### config.mk
export PLATFORM = sky130hd
export DESIGN_NAME = traffic_light_fsm
export DESIGN_NICKNAME = d
export VERILOG_FILES = /design/src/rtl/traffic_pkg.sv /design/src/rtl/traffic_light_fsm_walk_register.sv /design/src/rtl/traffic_light_fsm.sv
export SDC_FILE = /design/constraint.sdc
export NUM_CORES = 1
export LEC_CHECK = 0
export CAP_MARGIN = 40
export CORE_AREA = 4 4 41 43
export CTS_BUF_LIST = sky130_fd_sc_hd__clkbuf_8
export DETAILED_ROUTE_END_ITERATION = 12
export DIE_AREA = 0 0 45 47
export MAX_ROUTING_LAYER = met4
export PLACE_DENSITY = 0.76
export SYNTH_ARGS = -nofsm -noshare
export SYNTH_HDL_FRONTEND = slang
export SYNTH_SLANG_ARGS = --single-unit
### constraint.sdc
create_clock -name clk_i -period 3.6 [get_ports clk_i]
set_clock_uncertainty 0.05 [all_clocks]
set_input_delay 0.54 -clock clk_i [delete_from_list [all_inputs] [get_ports clk_i]]
set_output_delay 0.54 -clock clk_i [all_outputs]
set_load 0.01 [all_outputs]
### src/rtl/traffic_pkg.sv
// Shared definitions for the traffic light controller.
//   Interval codes presented to the time-parameter store.
//   One-hot lamp codes, ordered {red, yellow, green}.
//   Sequencer state enumeration.
package traffic_pkg;

  localparam logic [1:0] IV_BASE = 2'b00;
  localparam logic [1:0] IV_EXT  = 2'b01;
  localparam logic [1:0] IV_YEL  = 2'b10;

  localparam logic [2:0] LAMP_R = 3'b100;
  localparam logic [2:0] LAMP_Y = 3'b010;
  localparam logic [2:0] LAMP_G = 3'b001;

  // Four bits wide so that unused encodings exist and are recovered explicitly.
  typedef enum logic [3:0] {
    ST_MG1  = 4'd0,
    ST_MG2  = 4'd1,
    ST_MGX  = 4'd2,
    ST_MY   = 4'd3,
    ST_WALK = 4'd4,
    ST_SG   = 4'd5,
    ST_SGX  = 4'd6,
    ST_SY   = 4'd7
  } state_e;

endpackage

### src/rtl/traffic_light_fsm_walk_register.sv
// Pedestrian request latch.
//   clk_i, rst_i : clock, synchronous active-high reset (clears the latch)
//   set_i        : walk request pulse
//   clr_i        : request being served this cycle
//   pending_o    : latched request
// A request arriving on the same cycle as the clear wins, so it is not lost.
module walk_register (
  input  logic clk_i,
  input  logic rst_i,
  input  logic set_i,
  input  logic clr_i,
  output logic pending_o
);

  logic pending_q;
  logic pending_d;

  always_comb begin
    pending_d = pending_q;
    if (set_i) begin
      pending_d = 1'b1;
    end else if (clr_i) begin
      pending_d = 1'b0;
    end
  end

  always_ff @(posedge clk_i) begin
    if (rst_i) begin
      pending_q <= 1'b0;
    end else begin
      pending_q <= pending_d;
    end
  end

  assign pending_o = pending_q;

endmodule

### src/rtl/traffic_light_fsm.sv
// Traffic light sequencer.
//   clk_i, rst_i     : clock, synchronous active-high reset
//   prog_sync_i      : restart the sequence at main green
//   sensor_i         : side-street car present
//   walk_request_i   : pedestrian request pulse
//   expired_i        : interval timer expiry pulse
//   interval_o       : duration code for the time-parameter store
//   start_timer_o    : timer reload pulse, one cycle per state entry
//   main_light_o     : main-street lamps {red, yellow, green}
//   side_light_o     : side-street lamps {red, yellow, green}
//   walk_lamp_o      : pedestrian walk lamp
//   walk_reset_o     : pulse when a pending walk request is served
//
// state | meaning
// MG1   | main green, first base interval
// MG2   | main green, second base interval (no side car)
// MGX   | main green, extended interval (side car waiting)
// MY    | main yellow
// WALK  | all red, walk lamp on
// SG    | side green, base interval
// SGX   | side green, extended interval
// SY    | side yellow
module traffic_light_fsm
  import traffic_pkg::*;
#(
  parameter bit SIDE_EXTEND = 1'b1
) (
  input  logic       clk_i,
  input  logic       rst_i,
  input  logic       prog_sync_i,
  input  logic       sensor_i,
  input  logic       walk_request_i,
  input  logic       expired_i,
  output logic [1:0] interval_o,
  output logic       start_timer_o,
  output logic [2:0] main_light_o,
  output logic [2:0] side_light_o,
  output logic       walk_lamp_o,
  output logic       walk_reset_o
);

  state_e     state_q, state_d;
  logic [1:0] interval_q, interval_d;
  logic       start_timer_q, start_timer_d;
  logic [2:0] main_light_q, main_light_d;
  logic [2:0] side_light_q, side_light_d;
  logic       walk_lamp_q, walk_lamp_d;
  logic       walk_reset_q, walk_reset_d;
  logic       walk_pending;
  logic       advance;

  // An expiry seen while the timer is being reloaded belongs to the old interval.
  assign advance = expired_i && !start_timer_q;

  walk_register u_walk_register (
    .clk_i     (clk_i),
    .rst_i     (rst_i),
    .set_i     (walk_request_i),
    .clr_i     (walk_reset_d),
    .pending_o (walk_pending)
  );

  always_comb begin
    state_d       = state_q;
    start_timer_d = 1'b0;
    walk_reset_d  = 1'b0;
    if (prog_sync_i) begin
      state_d       = ST_MG1;
      start_timer_d = 1'b1;
    end else begin
      unique case (state_q)
        ST_MG1: if (advance) begin
          state_d       = sensor_i ? ST_MGX : ST_MG2;
          start_timer_d = 1'b1;
        end
        ST_MG2, ST_MGX: if (advance) begin
          state_d       = ST_MY;
          start_timer_d = 1'b1;
        end
        ST_MY: if (advance) begin
          state_d       = walk_pending ? ST_WALK : ST_SG;
          start_timer_d = 1'b1;
          walk_reset_d  = walk_pending;
        end
        ST_WALK: if (advance) begin
          state_d       = ST_SG;
          start_timer_d = 1'b1;
        end
        ST_SG: if (advance) begin
          state_d       = (SIDE_EXTEND && sensor_i) ? ST_SGX : ST_SY;
          start_timer_d = 1'b1;
        end
        ST_SGX: if (advance) begin
          state_d       = ST_SY;
          start_timer_d = 1'b1;
        end
        ST_SY: if (advance) begin
          state_d       = ST_MG1;
          start_timer_d = 1'b1;
        end
        default: begin
          state_d       = ST_MG1;
          start_timer_d = 1'b1;
        end
      endcase
    end
  end

  // Outputs decoded from the next state so they change on the same edge as the state.
  always_comb begin
    interval_d   = IV_BASE;
    main_light_d = LAMP_R;
    side_light_d = LAMP_R;
    walk_lamp_d  = 1'b0;
    case (state_d)
      ST_MG1, ST_MG2: main_light_d = LAMP_G;
      ST_MGX: begin
        interval_d   = IV_EXT;
        main_light_d = LAMP_G;
      end
      ST_MY: begin
        interval_d   = IV_YEL;
        main_light_d = LAMP_Y;
      end
      ST_WALK: begin
        interval_d  = IV_EXT;
        walk_lamp_d = 1'b1;
      end
      ST_SG: side_light_d = LAMP_G;
      ST_SGX: begin
        interval_d   = IV_EXT;
        side_light_d = LAMP_G;
      end
      ST_SY: begin
        interval_d   = IV_YEL;
        side_light_d = LAMP_Y;
      end
      default: main_light_d = LAMP_G;
    endcase
  end

  always_ff @(posedge clk_i) begin
    if (rst_i) begin
      state_q       <= ST_MG1;
      interval_q    <= IV_BASE;
      start_timer_q <= 1'b1;
      main_light_q  <= LAMP_G;
      side_light_q  <= LAMP_R;
      walk_lamp_q   <= 1'b0;
      walk_reset_q  <= 1'b0;
    end else begin
      state_q       <= state_d;
      interval_q    <= interval_d;
      start_timer_q <= start_timer_d;
      main_light_q  <= main_light_d;
      side_light_q  <= side_light_d;
      walk_lamp_q   <= walk_lamp_d;
      walk_reset_q  <= walk_reset_d;
    end
  end

  assign interval_o    = interval_q;
  assign start_timer_o = start_timer_q;
  assign main_light_o  = main_light_q;
  assign side_light_o  = side_light_q;
  assign walk_lamp_o   = walk_lamp_q;
  assign walk_reset_o  = walk_reset_q;

endmodule

---- Yosys cells after proc, flatten, opt, wreduce, memory -nomap -nowiden ----
Cells that the tools add are included.
Widths: inputs -> output; s select.
cells by class
  equal/unequal tests ..................... 13
  muxes and demuxes ....................... 22
  bitwise gates (word level) .............. 1
  reduce and logical (&&, ||, !) cells .... 11
operator list
  cell                count
  $eq 4x3->1 const B  8
  $mux 4              8
  $pmux 4 s7          1
  $eq 4x2->1 const B  4
  $pmux 3 s2          2
  $mux 1              9
  $reduce_or 8->1     1
  $reduce_or 2->1     3
  $reduce_or 3->1     2
  $eq 4x1->1 const B  1
  $logic_not 4->1     1
  $pmux 2 s2          1
  $reduce_or 4->1     1
  $mux 2              1
  $reduce_bool 2->1   1
  $logic_and 1x1->1   1
  $logic_not 1->1     1
  $not 1->1           1
word-level totals
  flip-flop bits (word level) ............. 16
  input port bits ......................... 6
  output and inout bits ................... 11

---- Logic depth before layout (Yosys ltp) ----
  word-level depth ........................ 8
  gate-level depth with buffers ........... 6
  depth with buffers taken out ............ 5

---- Hierarchy ----
A second synthesis with hierarchy kept.
unflattened totals
  cells, all modules ...................... 65
  area total of the unflattened synthesis .. 639.4 µm²
modules (own cells, without submodules)
  module             instances  cells each  area each (µm²)
  traffic_light_fsm  1          61          600.6
  walk_register      1          4           38.8

---- Worst setup path after synthesis ----
No wires, ideal clock.
  path kind ............................... input-to-reg
  start point ............................. in expired_i
  end point ............................... reg u_walk_register.pending_q (netlist: u_walk_register.pending_o)
  library setup time ...................... 0.114 ns
  arrival time ............................ 1.235 ns
  data required time ...................... 3.436 ns
  setup slack ............................. 2.201 ns
  cell stages on the path ................. 4
  cell sequence ........................... nand4b_4 > or4_1 > a21oi_1 > nor2_1
on the way
  word-level cells in the longest chain between the ends .. 5
RTL lines
  item                                line                                   text
  from (decl)                         traffic_light_fsm.sv:33                input logic expired_i,
  $logic_and 1x1->1                   traffic_light_fsm.sv:53                assign advance = expired_i && !start_timer_q;
  $mux 1                              traffic_light_fsm.sv:80                ST_MY: if (advance) begin
  $mux 1                              traffic_light_fsm.sv:71                unique case (state_q)
  $mux 1                              traffic_light_fsm.sv:67                if (prog_sync_i) begin
  $reduce_bool 2->1 (no source line)  -
  to (signal assigned)                traffic_light_fsm_walk_register.sv:31  pending_q <= pending_d;
  to (decl)                           traffic_light_fsm_walk_register.sv:15  logic pending_q;
No other way between the ends.
A chain may end at the register's enable or synchronous reset.

---- Worst setup path in the final report ----
Same ends and word-level chain as after synthesis.

==> reports/qor.yml <==
outcome:
  status: "finished clean"
floorplan:
  die_w_um: 45
  num_io_pins: 17
  rows: 13
  die_h_um: 47
  fp.coreArea_um2: 1301
  floorplan.die_area_um2: 2115
  start_util_pct: 47.40
pwr:
  design_power_total_mw: 0.3477
  irDropWorstVdd_mv: 0.2441
  internal-power_mw: 0.2848
  p_clk_share_pct: 43.4
  comb_power_share_pct: 4.6
  switching_share_pct: 18.08
  p_sw_mw: 0.06287
  seqPwrFrac_pct: 52.1
  total_leakage_power_nw: 0.3549
  p_per_area_nw_per_um2: 412.3
critical_path:
  cp_max_fo: 5
  critPathLaunchType: "input port"
  cpLargestDelayFamily: "simple AND/OR/NAND/NOR gates"
  crit_arrival_ps: 1880
  cp_num_buf_inv: 1
  max_stage_delay_ps: 550
  worstSetupPathType: "input port to flop"
  timing.critical_path.cells: "clkdlybuf4s50_1 > nand4b_4 > or4_1 > a21oi_1 > nor2_1"
  critPathRequiredTime_ps: 3690
  end_kind: "flop"
  critPathSlowestCell: "clkdlybuf4s50_1"
logic_synthesis:
  synth_commonest_cells: "dfxtp_1 (16), nor2_1 (8), nand2_1 (6), a21oi_1 (4)"
  synth_edf_count: 0
  synth.distinct_cells: 31
  ys_ff_latch: 16
  synth_cells: 63
  synthFlopType: "dfxtp_1"
  yosysWarnings: 0
  ys_seq_area_share_pct: 51.93
  syn-cell-area_um2: 616.8
  synth.area.top_cells: "dfxtp_1 (52%), nor2_1 (4.9%), nand4b_4 (3.9%)"
  yosysMostFrequentCell: "dfxtp_1"
  syn_avg_cell_area_um2: 9.791
  synth.top_cell.area_share_pct: 51.93
  syn_nets: 69
  synth_top_area_cell: "dfxtp_1"
  synthArstFlopShare_pct: 0
sta:
  report.final.hold_viol_count: 0
  slew_headroom_pct: 66.39
  tightest_slew_ps: 502.8
  finalMaxSlewViolations: 0
  finalSetupViolCount: 0
  finalCritPeriodShare_pct: 49.76
  layout_min_cycle_time_ps: 1791
  tns_ps: 0
  rsz0062_at_grt: "false"
  whs_ps: 412.5
  max_freq_mhz: 558.3
grt:
  antenna_found_initial: 0
  grt-ovfl-total: 0
  grt_pass1_wl_um: 1835
  grt.total_usage_pct: 12.92
  grt_max_degree: 10
  grt_pass1_vias: 448
clocking:
  clock_sinks: 16
  post_cts_buffers: 0
  cts_root_buf: "clkbuf_8"
  cts_resized: 0
  h-tree-depth: 1
  cts_made_buffers: 3
  clock_latency_ps: 240
  max-clock-path-buffers: 2
  cts_hold_buf: 0
  tritoncts: "done"
  clkTransAtPathRegs_ps: 60
routing:
  post_drt_wl_per_cell_um: 11.94
  drt-total-wl_um: 1158
  num_vias: 509
  drc: 0
  routed_via_density: 5.247
  first_iter_violations: 10
  antenna_left: 0
  drt_first_pass_iters: 4
layout:
  fin_nets: 89
  multi_input_area_um2: 277.8
  final_cells: 97
  layout-area-overhead-vs-synth_pct: 36.71
  drive_gt1_share_pct: 13.41
  fin_area_um2: 843.3
  seqCellArea_um2: 320.3
  antenna_cells: 0
  fill_cells: 126
place:
  dp_hpwl_um: 902.9
  routabilityCongestion: 0.7761
  port_buffers: 16
  placement.cell_area_um2: 788.3
  dp.cells: 93
hold_path:
  hp-class: "flop to flop"
job:
  maxCapViolCount: 0
## area by class of cell
class                      count  area share [%]
inverter                       3           1.335
tap                           15           2.226
sequential                    16           37.98
clock buffer                   4           6.528
multi-input combinational     43           32.94
timing repair buffer          16           18.99
## worst paths after layout
check / to / startpoint / cells past startpoint / slack [ps]
max: u_walk_register.pending_o / expired_i / 5 / 1810
min: walk_reset_o / u_walk_register.pending_o / 2 / 410
max reg2reg: u_walk_register.pending_o / state_q[0] / 4 / 2110
min reg2reg: walk_reset_o / u_walk_register.pending_o / 2 / 410
## layer usage
layer / part of all wire [%] / wire length (um) / up-vias / global-route usage [%]
met1: 42 / 486 / 234 / 14.22
met5: 0 / 0 / - / -
met2: 50 / 581 / 20 / 21.19
met3: 7.8 / 90 / 0 / 6.897
met4: 0 / 0 / 0 / 1.754
li1: - / - / 255 / -
## worst register-to-register path, cell delays in order, from the launching register on
cell,delay [ps]
dfxtp_1,520
nand4b_4,190
or4_1,430
a21oi_1,150
nor2_1,50
## stage by stage
step	setup slack, ps	utilization (%)
final	1809	64.81
after global routing	1683	64.81
after CTS	1805	64.81
after detailed placement	1544	60.58
after global placement	1559	60.58
after floorplan	2201	-
## power groups by stage
stage               Combinational [mW]  Sequential (mW)  Clock [mW]
floorplan                      0.00662            0.185           0
global placement                0.0155            0.185           0
detailed placement              0.0159            0.185           0
CTS                             0.0160            0.181       0.158
global route                    0.0176            0.181       0.166
finish                          0.0160            0.181       0.151
## cell usage in the layout, fill, tap and decap left out, types with 2 or more instances in the layout
| master | netlist | routed |
|---|---|---|
| nor2_1 | 8 | 8 |
| a21oi_1 | 4 | 4 |
| clkdlybuf4s50_1 | 0 | 16 |
| clkbuf_8 | 0 | 4 |
| nand2_1 | 6 | 6 |
| dfxtp_1 | 16 | 16 |
| inv_1 | 2 | 2 |
| o21ai_0 | 2 | 2 |
## registers in the layout, summed over array words and instances (netlist names)
register and flops:
walk_reset_o 1, u_walk_register.pending_o 1, state_q 4, start_timer_o 1, interval_o 2, main_light_o 3, side_light_o 3, walk_lamp_o 1
## cell families (layout without fill, tap and decap cells)
kind of cell / Yosys count / after routing / share of synthesized area (%)
and+or+nand+nor: 26 / 26 / 24.75
AOI/OAI and AO/OA: 14 / 14 / 15.62
xor gates and xnor gates: 2 / 2 / 4.058
buffers and inverters: 4 / 23 / 3.043
DFF: 16 / 16 / 51.93
other: 1 / 1 / 0.6079
Note: power is estimated with default switching activity, not from simulation.
